`config.mk`:
```
export PLATFORM = sky130hd
export DESIGN_NAME = pc_sequencer
export DESIGN_NICKNAME = d
export VERILOG_FILES = /design/src/rtl/pc_sequencer.sv
export SDC_FILE = /design/constraint.sdc
export NUM_CORES = 1
export LEC_CHECK = 0
export CAP_MARGIN = 30
export CORE_ASPECT_RATIO = 1.25
export CORE_UTILIZATION = 35
export CTS_CLUSTER_SIZE = 25
export DETAILED_ROUTE_END_ITERATION = 10
export GPL_TIMING_DRIVEN = 0
export PLACE_DENSITY_LB_ADDON = 0.1
export SYNTH_ARGS = -nofsm -noshare
export SYNTH_HDL_FRONTEND = slang
export SYNTH_SLANG_ARGS = --single-unit
```
`constraint.sdc`:
```
create_clock -name CLK -period 5.2 [get_ports CLK]
set_input_delay 1.04 -clock CLK [delete_from_list [all_inputs] [get_ports CLK]]
set_output_delay 1.04 -clock CLK [all_outputs]
set_load 0.01 [all_outputs]
```
`src/rtl/pc_sequencer.sv`:
```
// Program counter owner and fetch/data-access sequencer: picks the next fetch
// address, issues instruction/data request strobes and latches halt.
module pc_sequencer #(
  parameter int               WORD_W  = 32,
  parameter logic [WORD_W-1:0] PC_INIT = 32'h0000_0000
) (
  input  logic              CLK,
  input  logic              RST,
  input  logic [WORD_W-1:0] instr,
  input  logic [2:0]        PCsrc,
  input  logic              bne,
  input  logic              memread,
  input  logic              memwr,
  input  logic              halt,
  input  logic              zero,
  input  logic [WORD_W-1:0] rdat1,
  input  logic              ihit,
  input  logic              dhit,
  output logic [WORD_W-1:0] pc,
  output logic [WORD_W-1:0] npc,
  output logic              imemREN,
  output logic              dmemREN,
  output logic              dmemWEN,
  output logic              halted
);

  // state   | meaning
  // FETCH   | instruction request outstanding, pc advances on ihit
  // MEM     | data access outstanding, next pc parked in npc_q until dhit
  // HALTED  | all requests idle, pc frozen until reset
  typedef enum logic [1:0] {FETCH, MEM, HALTED} state_t;

  state_t            state;
  logic [WORD_W-1:0] npc_q;
  logic [WORD_W-1:0] imm_ext;
  logic [WORD_W-1:0] jump_tgt;
  logic [WORD_W-1:0] next_pc;
  logic              take_branch;
  logic              unused_instr_hi;

  assign npc             = pc + 32'd4;
  assign imm_ext         = {{(WORD_W-18){instr[15]}}, instr[15:0], 2'b00};
  assign jump_tgt        = {npc[WORD_W-1:WORD_W-4], instr[25:0], 2'b00};
  assign take_branch     = zero ^ bne;
  assign unused_instr_hi = ^instr[WORD_W-1:26];

  always_comb begin
    next_pc = npc;
    case (PCsrc)
      3'd1:    next_pc = take_branch ? (npc + imm_ext) : npc;
      3'd2:    next_pc = jump_tgt;
      3'd3:    next_pc = rdat1;
      default: next_pc = npc;
    endcase
  end

  always_ff @(posedge CLK or posedge RST) begin
    if (RST) begin
      state   <= FETCH;
      pc      <= PC_INIT;
      npc_q   <= '0;
      halted  <= 1'b0;
      imemREN <= 1'b1;
      dmemREN <= 1'b0;
      dmemWEN <= 1'b0;
    end else begin
      case (state)
        FETCH: begin
          if (ihit) begin
            // halt wins over a load/store issued by the same instruction
            if (halt) begin
              state   <= HALTED;
              halted  <= 1'b1;
              imemREN <= 1'b0;
            end else if (memread || memwr) begin
              state   <= MEM;
              npc_q   <= next_pc;
              imemREN <= 1'b0;
              dmemREN <= memread;
              dmemWEN <= memwr;
            end else begin
              pc <= next_pc;
            end
          end
        end
        MEM: begin
          if (dhit) begin
            state   <= FETCH;
            pc      <= npc_q;
            imemREN <= 1'b1;
            dmemREN <= 1'b0;
            dmemWEN <= 1'b0;
          end
        end
        HALTED: begin
          imemREN <= 1'b0;
          dmemREN <= 1'b0;
          dmemWEN <= 1'b0;
          halted  <= 1'b1;
        end
        default: begin
          state <= FETCH;
        end
      endcase
    end
  end

endmodule

```
==> results_dict.tcl, run 1 <==
set metrics [dict create \
    status "completed" \
    grt.met1_usage_pct 35.8 \
    synthArstFlopShare_pct 100 \
    final.period_utilization_pct 94.5 \
    whs_ns 0.477 \
    drc_errors 0 \
    antenna_cells 0 \
    initial_core_util_pct 36.1 \
    cts_setup_buffers 0 \
    yosys_register_bits 70 \
    setup_viol 0 \
    core_um2 17600 \
    die_w_um 123 \
    clock_skew_ns 0.00546 \
    tightest_slew_ns 0.960 \
    crit_chain "nand3_1 > nor2_1 > nand3_1 > nor2_1 > xor2_1 > ha_1 > clkbuf_1 > a21o_1 > a311o_1 > o31ai_2 > a21oi_1 > mux2i_1 > a31oi_1 > a221o_1" \
    grt_max_degree 64 \
    dp_hpwl_um 19100 \
    power_density_nw_per_um2 516 \
    cts_htree_levels 3 \
    grt_usage_pct 26.4 \
    cts_tree "built" \
    synth.distinct_cells 68 \
    yosys.area.top_type "dfrtp_1" \
    leakagePower_uw 0.00363 \
    netlist_top_cells_area "dfrtp_1 27%, nand2_1 7.5%, ha_1 7.5%, a21oi_1 5.4%, o21ai_0 5.4%" \
    drt_iter0_drc 558 \
    antenna_found_initial 0 \
    root_buffer "clkbuf_16" \
    reg2reg_depth 14 \
    critPathSlowestCell "nor2_1" \
    cts.clk_slew.worst_paths_ns 0.06 \
    crit_type "register to register" \
    netlist_instances 836 \
    synth-edff-count 0 \
    crit_family "compound AO/OA/AOI/OAI gates" \
    end_kind "register" \
    cp_data_required_time_ns 5.41 \
    regArea_um2 1750 \
    gp_congestion 0.943 \
    drive_gt1_share_pct 4.03 \
    vias 6819 \
    postCtsResizedCells 0 \
    vias_per_cell 5.60 \
    startpoint_type "register" \
    io_pins 144 \
    synthFlopType "dfrtp_1" \
    nets 1103 \
    drv_cap 0 \
    crit_fanout 9 \
    gr-usage-met2_pct 42.3 \
    min_path_cells 2 \
    areaGrowthSynthToFinish_pct 31.7 \
    grt_pass1_wl_um 37400 \
    routed_wl_um 24300 \
    clock_path_buffers 2 \
    avgSynthCellArea_um2 7.61 \
    fill_cells 1811 \
    numCtsBuffers 9 \
    slew_headroom_pct 35.8 \
    fmax_ghz 0.203 \
    critPathMaxStageDelay_ns 0.74 \
    multiInputGateArea_um2 4340 \
    ant_nets 0 \
    arrival_ns 5.13 \
    fin_setup_tns_ns 0 \
    numPortBuffers 137 \
    ctsHoldBuffers 0 \
    crit_cells 14 \
    yosysWarnings 0 \
    wl_per_cell_um 20.0 \
    vdd_drop_max_mv 0.273 \
    drv_slew 0 \
    crit_buf_inv 1 \
    row_count 54 \
    dieArea_um2 18700 \
    synth_most_common_cell "nand2_1" \
    rsz0062_at_grt "no" \
    yosysSeqAreaShare_pct 27.5 \
    drtPass1Iterations 5 \
    busiest_layer "met2" \
    hold_path_class "register to register" \
    grt_pass1_vias 6475 \
    synth_fp_nets 951 \
    cts.sinks 70 \
    met3_usage_pct 3.89 \
    gr-total-overflow 0 \
    synthTopCellsByCount "127 x nand2_1, 79 x nor2_1, 69 x a21oi_1, 69 x dfrtp_1, 69 x o21ai_0" \
    hold_viol 0 \
    synth_top_area_share_pct 27.1 \
    clock_latency_ns 0.33 \
    die_y_um 153 \
    period_minus_slack_ns 4.91 \
    syn_area_um2 6370 \
]
stage by stage:
stage | setup WS, ns | cells | utilization [%] | power, uW | cell area (um2)
floorplan | 1.18 | 836 | - | 2610 | 6370
global placement | 0.262 | 1197 | 45.5 | 3680 | 8020
detailed placement | 0.332 | 1202 | 45.8 | 3690 | 8080
CTS | 0.292 | 1218 | 47.6 | 4320 | 8390
global route | 0.0454 | 1217 | 47.6 | 4660 | 8390
finish | 0.285 | 1217 | 47.6 | 4320 | 8390
worst reg2reg max path: cells and delay by family, from the launching register on:
| kind | cells | cell delay, ns |
|---|---|---|
| compound gates | 6 | 1.95 |
| simple gates | 4 | 1.40 |
| flops | 1 | 0.48 |
| xor+xnor | 1 | 0.29 |
| fa+ha+maj | 1 | 0.29 |
| buf+inv | 1 | 0.21 |
| mux | 1 | 0.19 |
sequential cells by signal, summed over array words and instances (netlist names):
| name | cells |
|---|---|
| pc | 32 |
| halted | 1 |
| npc_q | 32 |
| dmemREN | 1 |
| state | 2 |
| imemREN | 1 |
| dmemWEN | 1 |
worst paths after layout:
kind,end,start,slack [ns]
worst max register to register,pc[26]$_DFFE_PP0P_,pc[2]$_DFFE_PP0P_,0.29
min in group asynchronous,npc_q[26]$_DFFE_PP0P_,RST,0.95
max in group asynchronous,pc[21]$_DFFE_PP0P_,RST,3.69
worst min register to register,npc_q[13]$_DFFE_PP0P_,npc_q[13]$_DFFE_PP0P_,0.48
worst min-delay path,npc_q[13]$_DFFE_PP0P_,npc_q[13]$_DFFE_PP0P_,0.48
worst max-delay path,pc[26]$_DFFE_PP0P_,pc[2]$_DFFE_PP0P_,0.29
logic make-up after synthesis:
family          share of synthesized area [%]
mux                                      5.82
fa+ha+maj                                7.78
compound gates                           24.7
simple gates                             23.8
xor+xnor                                 6.05
flops                                    27.5
buf+inv                                  4.32
cell type report:
type	count	area share [%]
Buffer	45	2.21
Clock buffer	14	3.51
Clock inverter	2	0.149
Inverter	23	1.06
Multi-Input combinational cell	697	51.7
Sequential cell	70	20.9
Tap cell	224	3.34
Timing Repair Buffer	142	17.1
routing by layer:
layer	share of wire, %	vias to the layer above	wire length, um
met5	0	-	0
met4	3.0	0	741
met3	6.0	40	1470
met2	46	253	11300
met1	44	3194	10800
li1	-	3332	-
where the power goes:
group / switching (uW) / internal [uW]
clock: 234 / 387
combinational: 1480 / 1190
sequential: 248 / 783
total: 1960 / 2360
cell usage in the layout (no fill, tap or decap), types with 17 or more instances in the layout:
| cell type | instances |
|---|---|
| clkdlybuf4s50_1 | 137 |
| nand2_1 | 127 |
| nor2_1 | 79 |
| a21oi_1 | 69 |
| o21ai_0 | 69 |
| dfrtp_1 | 69 |
| clkbuf_1 | 41 |
| ha_1 | 38 |
| nand3_1 | 29 |
| mux2i_1 | 28 |
| xnor2_1 | 27 |
| inv_1 | 22 |
| and3_1 | 18 |
| xor2_1 | 17 |
| a21o_1 | 17 |
Power figures use the tool's default switching activity.
==> run 2, diff against run 1 <==
--- a/config.mk
+++ b/config.mk
@@ -6,6 +6,8 @@
 export NUM_CORES = 1
 export LEC_CHECK = 0
 export CAP_MARGIN = 30
+export CELL_PAD_IN_SITES_DETAIL_PLACEMENT = 1
+export CELL_PAD_IN_SITES_GLOBAL_PLACEMENT = 1
 export CORE_ASPECT_RATIO = 1.25
 export CORE_UTILIZATION = 35
 export CTS_CLUSTER_SIZE = 25
==> run 2 against run 1 <==
Against the previous run:
- die area unchanged
- first-iteration DRC count decreased by 16%
- fmax up 0.81%
- non-clock buffer count unchanged
- total power grew 1.8%
- design area is 0.16% lower
- register-to-register slack better by 0.04 ns
- global-route usage is 2.2 points higher
- critical endpoint unchanged
- sequential power hardly changed
==> results_dict.tcl, run 2 (same netlist as run 1, synthesis figures left out) <==
set metrics [dict create \
    status "completed" \
    drtPass1Iterations 5 \
    cp_common_cell "ha_1" \
    crit_type "register to register" \
    dp_hpwl_um 20700 \
    drc_errors 0 \
    ant_nets 0 \
    cp_data_required_time_ns 5.41 \
    reg2reg_to "pc[26]$_DFFE_PP0P_" \
    drt_iter0_drc 470 \
    slew_headroom_pct 33.4 \
    pre_cts_ws_ns 0.202 \
    critPathMaxStageDelay_ns 0.62 \
    cts_htree_levels 3 \
    grt_pass1_vias 7133 \
    numCtsBuffers 9 \
    cts_setup_buffers 0 \
    fmax_ghz 0.205 \
    fill_cells 2238 \
    root_buffer "clkbuf_16" \
    r2r_start "pc[2]$_DFFE_PP0P_" \
    clock_path_buffers 2 \
    drive_gt1_share_pct 3.73 \
    die_y_um 153 \
    largestRegisters "npc_q (32), pc (32), state (2)" \
    rrSetupSlack_ns 0.33 \
    mostFrequentLayoutCells "137 x clkdlybuf4s50_1, 127 x nand2_1, 78 x nor2_1" \
    power_density_nw_per_um2 526 \
    row_count 54 \
    initial_core_util_pct 36.1 \
    antenna_found_initial 0 \
    min-delay-start "npc_q[23]$_DFFE_PP0P_" \
    hold-path-endpoint "npc_q[23]$_DFFE_PP0P_" \
    grt_usage_pct 28.5 \
    rsz0062_at_grt "no" \
    dieArea_um2 18700 \
    critPathSlowestCell "and4_1" \
    cts.clk_slew.worst_paths_ns 0.05 \
    clock_latency_ns 0.33 \
    multiInputGateArea_um2 4340 \
    antenna_cells 0 \
    final.setup.worst_slack_ns 0.325 \
    totalPowerFinal_uw 4400 \
    grt.met1_usage_pct 37.1 \
    drv_slew 0 \
    min_path_cells 2 \
    vias 7130 \
    grt_max_degree 58 \
    cts_tree "built" \
    grt_pass1_wl_um 40500 \
    crit_fanout 10 \
    layout_commonest_cell "clkdlybuf4s50_1" \
    setup_viol 0 \
    gp_congestion 0.892 \
    gr-usage-met2_pct 49.0 \
    cts.sinks 70 \
    busiest_layer "met2" \
    arrival_ns 5.09 \
    vias_per_cell 5.87 \
    startpoint_type "register" \
    met3_usage_pct 2.47 \
    hold_viol 0 \
    nets 1103 \
    drv_cap 0 \
    numPortBuffers 137 \
    vdd_drop_max_mv 0.288 \
    wl_per_cell_um 22.0 \
    period_minus_slack_ns 4.87 \
    gr-total-overflow 0 \
    io_pins 144 \
    regArea_um2 1750 \
    reg2reg_depth 12 \
    end_kind "register" \
    core_um2 17600 \
    final.period_utilization_pct 93.7 \
    crit_chain "ha_1 > and4_1 > nand3_1 > xnor2_1 > ha_1 > or2_2 > a311o_1 > o31ai_2 > a21oi_1 > mux2i_1 > a31oi_1 > a221o_1" \
    clock_skew_ns 0.00492 \
    areaGrowthSynthToFinish_pct 31.5 \
    die_w_um 123 \
    hold_path_class "register to register" \
    fin_setup_tns_ns 0 \
    leakagePower_uw 0.00362 \
    routed_wl_um 26700 \
    tightest_slew_ns 0.999 \
    ctsHoldBuffers 0 \
]
## run 2: how the worst max path moves through the flow
stage,slack [ns],end,from
floorplan,1.18,pc[25]$_DFFE_PP0P_,pc[2]$_DFFE_PP0P_
global placement,0.22,pc[13]$_DFFE_PP0P_,PCsrc[1]
detailed placement,0.20,pc[26]$_DFFE_PP0P_,pc[2]$_DFFE_PP0P_
CTS,0.18,pc[26]$_DFFE_PP0P_,pc[2]$_DFFE_PP0P_
global route,0.14,pc[26]$_DFFE_PP0P_,pc[2]$_DFFE_PP0P_
finish,0.33,pc[26]$_DFFE_PP0P_,pc[2]$_DFFE_PP0P_
## run 2: layout make-up
class / instances / share of cell area [%]
Buffer: 45 / 2.21
Timing Repair Buffer: 142 / 17.1
Sequential cell: 70 / 20.9
Inverter: 23 / 1.06
Multi-Input combinational cell: 697 / 51.8
Clock buffer: 13 / 3.11
Clock inverter: 1 / 0.359
Tap cell: 224 / 3.35
## run 2: what timing repair did
item,4_1_cts,5_1_grt
resized for setup,0,1
hold endpoints to repair,0,0
setup endpoints to repair,0,5
## run 2: worst max-delay path, delay by kind of cell (launching register included)
kind | cells | cell delay [ns]
flops | 1 | 0.51
mux | 1 | 0.19
xor+xnor | 1 | 0.52
compound gates | 5 | 1.66
simple gates | 3 | 1.15
fa+ha+maj | 2 | 0.69
## run 2: power by group
group / total (uW) / internal [uW] / switching, uW
Combinational: 2740 / 1190 / 1550
Clock: 619 / 393 / 226
Sequential: 1040 / 783 / 258
Total: 4400 / 2370 / 2040
## run 2: through the flow
stage	hold slack, ns	instance area, um2	utilization, %	cells
6_report	0.475	8370	47.5	1215
3_5_place_dp	0.465	8080	45.8	1202
2_1_floorplan	0.440	6370	-	836
3_3_place_gp	0.455	8020	45.5	1197
5_1_grt	0.501	8370	47.5	1215
4_1_cts	0.475	8370	47.5	1216
## run 2: routing by layer
| layer | up-vias | part of all wire, % |
|---|---|---|
| li1 | 3319 | - |
| met1 | 3556 | 44 |
| met2 | 213 | 49 |
| met3 | 42 | 4.1 |
| met4 | 0 | 2.5 |
| met5 | - | 0 |
